$ cat src/rtl/cc_mpc_sequencer.sv
// Microprogram sequencer: owns the MPC, the PSR condition flags and the
// RUN/WAIT/HALT control that stalls on data memory and stops at HALT_ADDRESS.
module cc_mpc_sequencer #(
  parameter int DATAWIDTH_BUS = 11,
  parameter int DATAWIDTH_MUX_SELECTION = 2,
  parameter logic [DATAWIDTH_BUS-1:0] HALT_ADDRESS = 11'h7FF
) (
  input  logic                               CC_MPC_CLOCK_50,
  input  logic                               CC_MPC_RESET_InLow,
  input  logic [DATAWIDTH_BUS-1:0]           CC_MPC_Address_InBUS,
  input  logic [2:0]                         CC_MPC_Cond_InBUS,
  input  logic                               CC_MPC_IR13_In,
  input  logic [3:0]                         CC_MPC_Flags_InBUS,
  input  logic                               CC_MPC_SetCC_In,
  input  logic                               CC_MPC_MemReq_In,
  input  logic                               CC_MPC_MemAck_In,
  output logic [DATAWIDTH_BUS-1:0]           CC_MPC_Address_OutBUS,
  output logic [DATAWIDTH_BUS-1:0]           CC_MPC_Next_OutBUS,
  output logic [DATAWIDTH_MUX_SELECTION-1:0] CC_MPC_Selection_OutBUS,
  output logic [3:0]                         CC_MPC_PSR_OutBUS,
  output logic                               CC_MPC_Wait_Out,
  output logic                               CC_MPC_Halt_Out
);

  typedef enum logic [1:0] {
    RUN  = 2'd0,
    WAIT = 2'd1,
    HALT = 2'd2
  } seqState_t;

  localparam logic [DATAWIDTH_MUX_SELECTION-1:0] SEL_NEXT   = DATAWIDTH_MUX_SELECTION'(0);
  localparam logic [DATAWIDTH_MUX_SELECTION-1:0] SEL_JUMP   = DATAWIDTH_MUX_SELECTION'(1);
  localparam logic [DATAWIDTH_MUX_SELECTION-1:0] SEL_DECODE = DATAWIDTH_MUX_SELECTION'(2);

  seqState_t stateReg, stateNext;
  logic [DATAWIDTH_BUS-1:0] mpcReg;
  logic [3:0] psrReg;
  logic advance;
  logic loadsHalt;

  assign loadsHalt = (CC_MPC_Address_InBUS == HALT_ADDRESS);

  // Branch conditions test the registered PSR so a jump after a SetCC word sees its flags.
  always_comb begin
    CC_MPC_Selection_OutBUS = SEL_NEXT;
    case (CC_MPC_Cond_InBUS)
      3'd1: if (psrReg[3]) CC_MPC_Selection_OutBUS = SEL_JUMP;
      3'd2: if (psrReg[2]) CC_MPC_Selection_OutBUS = SEL_JUMP;
      3'd3: if (psrReg[1]) CC_MPC_Selection_OutBUS = SEL_JUMP;
      3'd4: if (psrReg[0]) CC_MPC_Selection_OutBUS = SEL_JUMP;
      3'd5: if (CC_MPC_IR13_In) CC_MPC_Selection_OutBUS = SEL_JUMP;
      3'd6: CC_MPC_Selection_OutBUS = SEL_JUMP;
      3'd7: CC_MPC_Selection_OutBUS = SEL_DECODE;
      default: CC_MPC_Selection_OutBUS = SEL_NEXT;
    endcase
  end

  always_comb begin
    stateNext = stateReg;
    advance = 1'b0;
    case (stateReg)
      RUN: begin
        if (CC_MPC_MemReq_In && !CC_MPC_MemAck_In) begin
          stateNext = WAIT;
        end else begin
          advance = 1'b1;
          stateNext = loadsHalt ? HALT : RUN;
        end
      end
      WAIT: begin
        if (CC_MPC_MemAck_In) begin
          advance = 1'b1;
          stateNext = loadsHalt ? HALT : RUN;
        end
      end
      HALT: stateNext = HALT;
      default: stateNext = RUN;
    endcase
  end

  always_ff @(posedge CC_MPC_CLOCK_50) begin
    if (!CC_MPC_RESET_InLow) begin
      stateReg <= RUN;
      mpcReg   <= '0;
      psrReg   <= '0;
    end else begin
      stateReg <= stateNext;
      if (advance) begin
        mpcReg <= CC_MPC_Address_InBUS;
        if (CC_MPC_SetCC_In) psrReg <= CC_MPC_Flags_InBUS;
      end
    end
  end

  assign CC_MPC_Address_OutBUS = mpcReg;
  assign CC_MPC_Next_OutBUS    = mpcReg + DATAWIDTH_BUS'(1);
  assign CC_MPC_PSR_OutBUS     = psrReg;
  assign CC_MPC_Wait_Out       = (stateReg == WAIT);
  assign CC_MPC_Halt_Out       = (stateReg == HALT);

endmodule

$ cat config.mk
export PLATFORM = sky130hd
export DESIGN_NAME = cc_mpc_sequencer
export DESIGN_NICKNAME = d
export VERILOG_FILES = /design/src/rtl/cc_mpc_sequencer.sv
export SDC_FILE = /design/constraint.sdc
export NUM_CORES = 1
export LEC_CHECK = 0
export BUFFER_PORTS_ARGS = -buffer_cell sky130_fd_sc_hd__buf_4
export CORE_MARGIN = 2
export CORE_UTILIZATION = 45
export DETAILED_ROUTE_END_ITERATION = 7
export GPL_ROUTABILITY_DRIVEN = 1
export PLACE_DENSITY = 0.84
export SYNTH_ARGS = -nofsm -noshare
export SYNTH_HDL_FRONTEND = slang
export SYNTH_SLANG_ARGS = --single-unit
$ cat constraint.sdc
create_clock -name CC_MPC_CLOCK_50 -period 3.33 [get_ports CC_MPC_CLOCK_50]
set_clock_uncertainty 0.15 [all_clocks]
set_input_delay 0.1665 -clock CC_MPC_CLOCK_50 [delete_from_list [all_inputs] [get_ports CC_MPC_CLOCK_50]]
set_output_delay 0.1665 -clock CC_MPC_CLOCK_50 [all_outputs]
set_load 0.01 [all_outputs]
== After elaboration in Yosys (flattened, before gate mapping) ==
Index checks and enable logic that the tools add are counted.

* Register bits: 17
* Latch bits: 0
* Bits in writable memories: 0
* Memories kept: 0
* ROM bits: 0

* Divide/modulo/power cells: 0
* $lt $le $gt $ge: 0
* $mul: 0
* Equal/unequal tests: 11
* Muxes and demuxes: 13
* $add $sub $neg: 1
* Reductions and logical operators: 4
* Shift-type cells: 0
* Bitwise logic cells: 0

{| class="wikitable"
|+ Operator list
! cell !! number
|-
| $pmux 2 s7 || 1
|-
| $eq 3x3->1 const B || 4
|-
| $add 11x1->11 const B || 1
|-
| $eq 11x11->1 const B || 1
|-
| $mux 1 || 7
|-
| $eq 3x2->1 const B || 2
|-
| $mux 2 || 3
|-
| $pmux 2 s3 || 1
|-
| $eq 3x1->1 const B || 1
|-
| $eq 2x1->1 const B || 1
|-
| $eq 2x2->1 const B || 1
|-
| $logic_not 2->1 || 1
|-
| $ne 2x2->1 const B || 1
|-
| $pmux 1 s2 || 1
|-
| $reduce_and 2->1 || 1
|-
| $logic_and 1x1->1 || 1
|-
| $logic_not 1->1 || 1
|}

== Depth between registers and ports, before layout ==
Gate-level depths: netlist of the first run.

* Depth after elaboration: 5
* Mapped depth: 4
* Depth with buffers taken out: 4

== Worst setup path after synthesis of the first run ==
OpenSTA, ideal clock, no wires.

* Path kind: register -> output
* From: register mpcReg[0], in the netlist CC_MPC_Address_OutBUS[0]
* To: output CC_MPC_Next_OutBUS[10]
* Stages on the path, launching flop included: 5
* Path buffers: 0
* Setup slack: 1806 ps
* Data arrival time: 1207 ps
* Cell sequence: dfxtp_1 > ha_1 > and3_1 > nand4_1 > xnor2_1

* Word-level cells in the longest chain between the ends: 1

{| class="wikitable"
|+ RTL lines
! element !! line !! text
|-
| start, declared || 36 || <nowiki>logic [DATAWIDTH_BUS-1:0] mpcReg;</nowiki>
|-
| start signal, assigned || 89 || <nowiki>mpcReg <= CC_MPC_Address_InBUS;</nowiki>
|-
| $add 11x1->11 || 96 || <nowiki>assign CC_MPC_Next_OutBUS = mpcReg + DATAWIDTH_BUS'(1);</nowiki>
|-
| end, declared || 18 || <nowiki>output logic [DATAWIDTH_BUS-1:0] CC_MPC_Next_OutBUS,</nowiki>
|}

Every way passes these cells.

== Worst setup path in the final report of the first run ==
* From: register stateReg[1]
* To: output CC_MPC_Halt_Out

* Word-level cells in the longest chain between the ends: 1

{| class="wikitable"
|+ RTL lines
! element !! line !! text
|-
| start, declared || 35 || <nowiki>seqState_t stateReg, stateNext;</nowiki>
|-
| start signal, assigned || 87 || <nowiki>stateReg <= stateNext;</nowiki>
|-
| $eq 2x2->1 || 99 || <nowiki>assign CC_MPC_Halt_Out = (stateReg == HALT);</nowiki>
|-
| end, declared || 22 || <nowiki>output logic CC_MPC_Halt_Out</nowiki>
|}

Every way passes these cells.

==> results of run 1 <==
==> stage by stage <==
stage	setup WS, ns	power, mW	hold WS [ns]	cell area [um^2]
after floorplan	1.81	0.286	0.159	928
after global placement	1.77	0.347	0.280	1320
after detailed placement	1.71	0.350	0.287	1320
after CTS	1.41	0.461	0.000241	1390
after global routing	1.27	0.483	0.00925	1390
final	1.40	0.458	0.00388	1390
==> synth_stat cells (all sizes together) <==
master	instances
dfxtp	17
o21ai	13
a21oi	12
nor3b	1
nand2	11
nand3	14
clkbuf	3
xor2	2
buf	4
o211a	1
xnor2	7
nor2	4
ha	1
nand4	4
o21bai	1
and3	3
and4	2
nand4b	1
inv	3
nor2b	1
mux2i	5
nor3	1
nor4	1
nand3b	1
o21ba	1
a21o	1
==> layer usage <==
| metal | track usage (%) | share of wire, % |
|---|---|---|
| met1 | 28.5 | 42 |
| met4 | 8.33 | 1.4 |
| met2 | 39.4 | 49 |
| met5 | 0 | 0 |
| met3 | 3.07 | 8.1 |
==> cells by family after synthesis <==
group                    Yosys count  share of synthesized area, %
XOR/XNOR                           9                          8.49
flip-flops                        17                          36.7
AND/OR/NAND/NOR                   44                          24.9
multiplexers                       5                          5.39
buffers and inverters             10                          5.53
AO/OA/AOI/OAI                     29                          17.7
adder cells (fa/ha/maj)            1                          1.35
==> registers in the layout, summed over array words and instances, names as in the netlist <==
| name | flops |
|---|---|
| stateReg | 2 |
| CC_MPC_Address_OutBUS | 11 |
| CC_MPC_PSR_OutBUS | 4 |
==> report_power, final <==
part	switching (mW)	internal [mW]	leakage, nW
logic	0.0525	0.0674	0.508
clock network	0.0611	0.0465	0.0150
registers	0.0153	0.216	0.140
total	0.129	0.330	0.664
==> worst min-delay path: stages <==
cell	delay (ns)
buf_4	0.09
nor2_1	0.04
o21ai_0	0.06
nor2_1	0.04
==> worst max-delay path by stage <==
stage	end	slack, ns	start	cells past startpoint
6_report	CC_MPC_Halt_Out	1.40	stateReg[1]	3
5_1_grt	CC_MPC_Next_OutBUS[10]	1.27	CC_MPC_Address_OutBUS[0]	5
4_1_cts	CC_MPC_Next_OutBUS[10]	1.41	CC_MPC_Address_OutBUS[0]	5
3_5_place_dp	CC_MPC_PSR_OutBUS[2]	1.71	stateReg[1]	3
3_3_place_gp	CC_MPC_Next_OutBUS[10]	1.77	CC_MPC_Address_OutBUS[0]	5
2_1_floorplan	CC_MPC_Next_OutBUS[10]	1.81	CC_MPC_Address_OutBUS[0]	4
==> cell type report <==
class,instances,area (um^2)
fillers,149,576
clock buffers,4,26.3
repair buffers,57,438
flip-flops and latches,17,340
multi-input cells,88,537
well taps,27,33.8
inverters,3,11.3
==> metrics.md, run 1 <==
| Metric | Value |
|---|---|
| Outcome | finished, final reports clean |
| Critical path, cell by cell | inv_1 > nor2_1 > buf_4 |
| Post-CTS Resized | 0 |
| Commonest non-fill, non-tap cell in the layout | buf_4 |
| Worst-Skew Late Latency | 0.29 ns |
| Clock sinks | 17 |
| Slack of the worst reg-to-reg path | 1.65 ns |
| Drt drc | 0 |
| WL/cell | ~13 um |
| Pleak | 0.664 nW |
| Worst slew pin tran | about 0.49 ns |
| Max_slew headroom | approximately two thirds |
| Critical Path Fanout Max | 15 |
| Die X | around 49 um |
| Total CTS buffers | 3 |
| Setup Fix Bufs, Post-CTS | 0 |
| WP data required | between 3 and 4 ns |
| Part of the cycle the worst path needs | 58.1% |
| Critical Path End Type | primary output |
| GRT Resource Usage Total | approximately 23% |
| First-pass GRT wire length | 4280 um |
| Root buf cell | clkbuf_4 |
| Flops & latches, synth | 17 |
| Max cap viols | 0 |
| ANT cells | 0 |
| Kind of cell adding the most delay to the critical path | flip-flops |
| Initial antenna violation count | 0 |
| Leading area contributor after synthesis | dfxtp_1 |
| VDD IR-drop max | 0.321 mV |
| Fmax | 517 MHz |
| Commonest non-fill, non-tap cells in the layout | buf_4 (53), dfxtp_1 (17), nand3_1 (14) |
| WHS Endpoint | stateReg[0] |
| Area of the core | approximately 2000 um^2 |
| Final core utilization | 70.7% |
| Post-Syn Area | 928 um^2 |
| Share of cells above drive strength 1 | 34.3% |
| Setup Crit Path Kind | reg -> out |
| TritonRoute pass-1 iters | 5 |
| Final-report max-slew violation count | 0 |
| Antenna Violating Nets Remaining | 0 |
| Hold bufs inserted after CTS | 4 |
| Synthesized instance count | 115 |
| PwrDens | 331 nW/um^2 |
| Hold Fails Final Rpt | 0 |
| Largest net degree at the start of global routing | 16 |
| Slowest stage delay, CP | 0.64 ns |
| Synth warn | 0 |
| Number of global-route vias before repair | between 900 and 1000 |
| Post-synth top area share | 36.7% |
| CTS tree | done |
| P&R area growth vs syn | 49.3% |
| Initial Utilization | a little under half |
| Final Non-Filler Cells | 196 |
| DP HPWL | 1960 um |
| CTS Buffer Depth | 2 |
| Setup_tns | 0 ns |
| Post-Syn Nets | 140 |
| Most area-consuming cells after synthesis | dfxtp_1 (37%), nand3_1 (7.5%), xnor2_1 (6.6%) |
| Tmin final | about 1.9 ns |
| Library cells used by synthesis | 29 |
| Arrival @ worst endpoint | between 1.5 and 2 ns |
| Cell Rows | 16 |
| Die Footprint | between 2000 and 2500 um^2 |
| RR Startpoint | stateReg[1] |
| RSZ-0062 raised after global routing | false |
| DR vias | 1046 |
| RD Place Congestion | 0.838 |
| Register area share after synthesis | between 30% and 40% |
| Hold depth | 4 |
| Final setup violation count | 0 |
| Bufs and invs on worst path | 2 |
| CTS H-tree depth | 1 |
| Worst Setup Start Kind | register |
| Drt first-iter violations | 69 |
| Total Wirelength | 2590 um |
| Mapped Avg Cell Area | around 8.1 um^2 |
| Routed vias/inst | 5.34 |
| Grt total ovfl | 0 |
| I/O pin cnt | 54 |
| Hold Path Class | in -> reg |
| R2R depth | 3 |
| # port buffers | 53 |
| Placed Instances | ~190 |
| R2R Path End | CC_MPC_PSR_OutBUS[2] |
| Die Span Y | 49.4 um |
| Reg clk slew, reported paths | 0.09 ns |
| Final layout net count | 195 |
| HP Start | CC_MPC_MemAck_In |
| Slowest CP cell | dfxtp_1 |
(Power assumes the default switching activity.)
==> inputs of run 2 (changes only) <==
- ABC_AREA: not set -> 1
- CORE_UTILIZATION: 45 -> 40
- PLACE_DENSITY: 0.84 -> 0.77
- clock period: 3.33 -> 1.7 ns (I/O delays scaled with it)
==> run 2 against run 1 <==
Net effect:
- combinational power rose to 3.0 times the previous value
- critical path type unchanged
- clock power rose by 100%
- synthesized cell count rose by 39%
==> metrics.md, run 2 <==
| Metric | Value |
|---|---|
| Worst Setup Start Kind | register |
| Hold Path Class | in -> reg |
| Post-synth top area share | 32.6% |
| Reg clk slew, reported paths | 0.10 ns |
| Placed instance area | between 1000 and 1500 um^2 |
| Final hold slack | 0.0166 ns |
| Final-report max-slew violation count | 0 |
| Placed Instances | around 240 |
| Worst-Skew Late Latency | 0.29 ns |
| Clock sinks | 17 |
| Fin area | 1720 um^2 |
| Drt first-iter violations | 15 |
| First-pass GRT wire length | 4560 um |
| Library cells used by synthesis | 20 |
| TritonRoute pass-1 iters | 4 |
| Largest net degree at the start of global routing | 18 |
| Top cell by count, worst path | buf_4 |
| Setup Crit Path Kind | reg -> out |
| Total Wirelength | between 3000 and 4000 um |
| Die Span Y | 55.1 um |
| Die X | 55.1 um |
| Pleak | 0.849 nW |
| Post-Syn Nets | 185 |
| Max FFs per register | 11 |
| Slowest CP cell | dfxtp_4 |
| Fmax | between 600 and 700 MHz |
| WL/cell | 11.5 um |
| Critical Path Fanout Max | 3 |
| CTS Buffer Depth | 2 |
| Area of the core | around 2500 um^2 |
| FFs w/ async S/R, synth | 0% |
| CTS tree | done |
| Synth cell count leaders | nor2_1 (44), nand2_1 (35), dfxtp_1 (17) |
| Root buf cell | clkbuf_4 |
| Grt total ovfl | 0 |
| Drt drc | 0 |
| # port buffers | 53 |
| Overall power | between 1 and 1.5 mW |
| Synth warn | 0 |
| Register area share after synthesis | approximately a third |
| PwrDens | 616 nW/um^2 |
| VDD IR-drop max | 0.402 mV |
| Commonest non-fill, non-tap cell in the layout | buf_4 |
| Commonest non-fill, non-tap cells in the layout | buf_4 (56), nor2_1 (44), nand2_1 (35) |
| Reg area | 352 um^2 |
| Max cap viols | 0 |
| Hold Fails Final Rpt | 0 |
| Leading area contributor after synthesis | dfxtp_1 |
| DP HPWL | roughly 2000 um |
| Cell Rows | 18 |
| Initial antenna violation count | 0 |
| Most area-consuming cells after synthesis | dfxtp_1 (33%), nor2_1 (16%), nand2_1 (13%) |
| Flops & latches, synth | 17 |
| RD Place Congestion | 0.775 |
| Arrival @ worst endpoint | about 1.4 ns |
| Outcome | finished, final reports clean |
| Synthesized instance count | 160 |
| Mapped Avg Cell Area | roughly 6.5 um^2 |
| Fillers | between 200 and 250 |
| Critical path, cell by cell | buf_4 > nand3_2 > nor3_2 > xor2_1 > buf_4 |
| Final Non-Filler Cells | 265 |
| Share of cells above drive strength 1 | between 30% and 40% |
| Top_reg_cell synth | dfxtp_1 |
| Number of global-route vias before repair | 1059 |
| Die Footprint | just over 3000 um^2 |
| Antenna Violating Nets Remaining | 0 |
| Final layout net count | 261 |
| P&R area growth vs syn | 64.6% |
| I/O pin cnt | 54 |
| Routed vias/inst | 4.72 |
| WP data required | 1.46 ns |
| DR vias | around 1300 |
| CTS H-tree depth | 1 |
| Initial Utilization | a little over two fifths |
| Slowest stage delay, CP | ~0.38 ns |
| EDFF count, synth | 0 |
| Part of the cycle the worst path needs | 95.8% |
| ANT cells | 0 |
| Total CTS buffers | 3 |
| Worst slew pin tran | about 0.32 ns |
| GRT Resource Usage Total | 20.8% |
| Count leader, synth | nor2_1 |
| Critical Path End Type | primary output |
| Post-Syn Area | between 1000 and 1500 um^2 |
| Final setup violation count | 0 |
| Max_slew headroom | 78.6% |
| Multi-input gate area | 622 um^2 |
| Tmin final | roughly 1.6 ns |
==> run 2: timing repair <==
action / 4_1_cts / 5_1_grt
hold endpoints to repair: 17 / 0
hold buffers: 19 / 0
setup endpoints to repair: 2 / 6
gates resized for setup: 4 / 13
setup buffers: 3 / 0
pin swaps: 0 / 3
==> run 2: kinds of logic after synthesis <==
logic type	after synthesis	synth area share [%]
xor gates and xnor gates	6	5.03
DFF	17	32.6
and+or+nand+nor	96	36.9
adders and majority gates	1	1.20
buffers and inverters	21	11.0
AOI/OAI and AO/OA	19	13.3
==> run 2: worst paths after layout <==
path                            slack, ns  cells after the start                startpoint                        to
worst max-delay path                 0.07                      5  CC_MPC_Address_OutBUS[1]     CC_MPC_Next_OutBUS[7]
worst min-delay path                 0.02                      5          CC_MPC_MemAck_In               stateReg[1]
worst max register to register       0.26                      6               stateReg[1]  CC_MPC_Address_OutBUS[6]
worst min register to register       0.37                      2      CC_MPC_PSR_OutBUS[2]      CC_MPC_PSR_OutBUS[2]
==> run 2: cell type report <==
class	count	area share [%]
timing repair buffer	76	36.2
tap	30	2.18
multi-input combinational	122	36.2
sequential	17	20.5
clock buffer	4	1.53
inverter	16	3.49
==> run 2: per-stage QoR <==
step | setup WS (ns) | util, % | TNS (ns)
floorplan | 0.310 | - | 0
global placement | 0.223 | 57.8 | 0
detailed placement | 0.201 | 57.8 | 0
CTS | 0.000350 | 67.7 | 0
global route | -0.0386 | 69.4 | -0.0693
finish | 0.0710 | 69.4 | 0
==> run 2: routing by layer <==
layer | share of wire [%] | track usage [%] | wire length, um | vias up
li1 | - | - | - | 655
met1 | 41 | 25.8 | 1250 | 554
met4 | 1.9 | 7.72 | 59 | 0
met3 | 5.3 | 3.49 | 162 | 6
met5 | 0 | 0 | 0 | -
met2 | 52 | 35.9 | 1580 | 35
==> run 2: worst max-delay path: cells and delay by family (launching register included) <==
kind,cells,cell delay (ns)
DFF,1,0.38
and+or+nand+nor,2,0.30
buffers and inverters,2,0.26
xor gates and xnor gates,1,0.17
==> run 2: where the power goes <==
part	switching (mW)	internal, mW
combinational	0.166	0.197
clock	0.125	0.0912
sequential	0.0468	0.433
total	0.338	0.721
==> inputs of run 3 (changes only) <==
- HOLD_SLACK_MARGIN: not set -> 0.08
==> run 3 against run 2 <==
Net effect:
- combinational power barely moved
- worst setup slack about the same
- design area is 0.58% higher
- fmax hardly changed
- clock power about the same
- core utilization up 0.40 points
- clock-buffer cell count unchanged
- power increased by 0.24%
- cell count is 0.38% higher
- worst hold slack improved by 0.17 ns
- flip-flop and latch count unchanged
- critical path depth stayed put
- highest routed layer unchanged
==> metrics.md, run 3 (same netlist as run 2, synthesis figures left out) <==
| Metric | Value |
|---|---|
| Clock network power share | slightly above 20% |
| Hold Fails Final Rpt | 0 |
| Die Span Y | approximately 55 um |
| Sequential power share | 45.2% |
| Internal Pwr Total | 0.723 mW |
| Critical Path Fanout Max | 3 |
| Final hold slack | between 0.15 and 0.2 ns |
| Fillers | 216 |
| GRT Resource Usage Total | 20.8% |
| Net switching power | 0.339 mW |
| Part of the cycle the worst path needs | 95.8% |
| Max cap viols | 0 |
| VDD IR-drop max | 0.402 mV |
| CTS Buffer Depth | 2 |
| Setup Crit Path Kind | reg -> out |
| Final layout net count | 262 |
| TritonRoute pass-1 iters | 5 |
| Drt drc | 0 |
| Drt first-iter violations | 15 |
| Placed Instances | 239 |
| Die X | 55.1 um |
| Slack of the worst reg-to-reg path | about 0.15 ns |
| Final-report max-slew violation count | 0 |
| Antenna Violating Nets Remaining | 0 |
| CTS H-tree depth | 1 |
| Die Footprint | 3040 um^2 |
| DP HPWL | 1960 um |
| Fmax | 614 MHz |
| PwrDens | 614 nW/um^2 |
| # port buffers | 53 |
| Commonest non-fill, non-tap cell in the layout | buf_4 |
| I/O pin cnt | 54 |
| Combinational power share | 34.4% |
| Grt total ovfl | 0 |
| Commonest non-fill, non-tap cells in the layout | buf_4 (56), nor2_1 (44), nand2_1 (35) |
| DR vias | 1257 |
| Final setup violation count | 0 |
| Number of global-route vias before repair | 1061 |
| Fin area | 1730 um^2 |
| Sw Share | between 30% and 40% |
| Cell Rows | 18 |
| Share of cells above drive strength 1 | between 30% and 40% |
| WP data required | 1.46 ns |
| RD Place Congestion | 0.775 |
| Worst slew pin tran | 0.321 ns |
| Total CTS buffers | 3 |
| Root buf cell | clkbuf_4 |
| Arrival @ worst endpoint | 1.39 ns |
| Clock sinks | 17 |
| Pleak | about 0.85 nW |
| Max_slew headroom | 78.6% |
| Outcome | finished, final reports clean |
| Worst Setup Start Kind | register |
| Final Non-Filler Cells | 266 |
| Initial antenna violation count | 0 |
| Total Wirelength | between 3000 and 4000 um |
| Tmin final | approximately 1.6 ns |
| Hold Path Class | in -> reg |
| Largest net degree at the start of global routing | 18 |
| CTS tree | done |
| WL/cell | between 10 and 15 um |
| Max FFs per register | 11 |
| Routed vias/inst | 4.73 |
| Initial Utilization | 42.2% |
| Critical Path End Type | primary output |
| ANT cells | 0 |
| Placed instance area | 1430 um^2 |
| P&R area growth vs syn | 65.5% |
| Reg clk slew, reported paths | 0.10 ns |
| First-pass GRT wire length | 4570 um |
| Area of the core | between 2000 and 2500 um^2 |
| Worst-Skew Late Latency | 0.29 ns |
## run 3: area by class of cell
class	count	area [um^2]	share of cell area (%)
clock buffers	4	26.3	1.52
flip-flops and latches	17	352	20.3
repair buffers	77	632	36.5
inverters	16	60.1	3.47
well taps	30	37.5	2.17
multi-input cells	122	622	36.0
## run 3: worst paths after layout
check | to | depth (start not counted) | start
hold reg to reg | CC_MPC_PSR_OutBUS[2] | 2 | CC_MPC_PSR_OutBUS[2]
setup / recovery | CC_MPC_Next_OutBUS[7] | 5 | CC_MPC_Address_OutBUS[1]
setup reg to reg | stateReg[1] | 6 | stateReg[0]
hold / removal | stateReg[1] | 7 | CC_MPC_MemAck_In
## run 3: critical path: stages (launching register included)
cell,delay (ns)
dfxtp_4,0.38
buf_4,0.12
nand3_2,0.11
nor3_2,0.19
xor2_1,0.17
buf_4,0.14
## run 3: repair_timing
item,in CTS,in global routing
hold endpoints to repair,17,0
setup endpoints to repair,2,6
gates resized for setup,4,13
setup buffers,3,0
hold buffers,20,0
pin swaps,0,3
## run 3: metrics by stage
step | power (mW) | worst slack (ns) | util [%] | setup TNS, ns
2_1_floorplan | 0.641 | 0.310 | - | 0
3_3_place_gp | 0.786 | 0.223 | 57.8 | 0
3_5_place_dp | 0.788 | 0.201 | 57.8 | 0
4_1_cts | 1.05 | 0.000350 | 68.1 | 0
5_1_grt | 1.13 | -0.0386 | 69.8 | -0.0693
6_report | 1.06 | 0.0706 | 69.8 | 0
## run 3: power groups by stage
stage                     Clock, mW  Sequential [mW]  Combinational, mW
final                         0.217            0.480              0.365
after global routing          0.241            0.484              0.405
after CTS                     0.226            0.473              0.355
after detailed placement          0            0.483              0.305
after global placement            0            0.483              0.303
after floorplan                   0            0.489              0.152
## run 3: per-layer routing
layer  part of all wire, %  GRT usage (%)  vias to the layer above  wire [um]
li1                      -              -                      656          -
met1                    41           25.8                      556       1270
met2                    51           35.9                       37       1570
met3                   5.4           3.49                        8        167
met4                   2.4           7.72                        0         74
met5                     0              0                        -          0
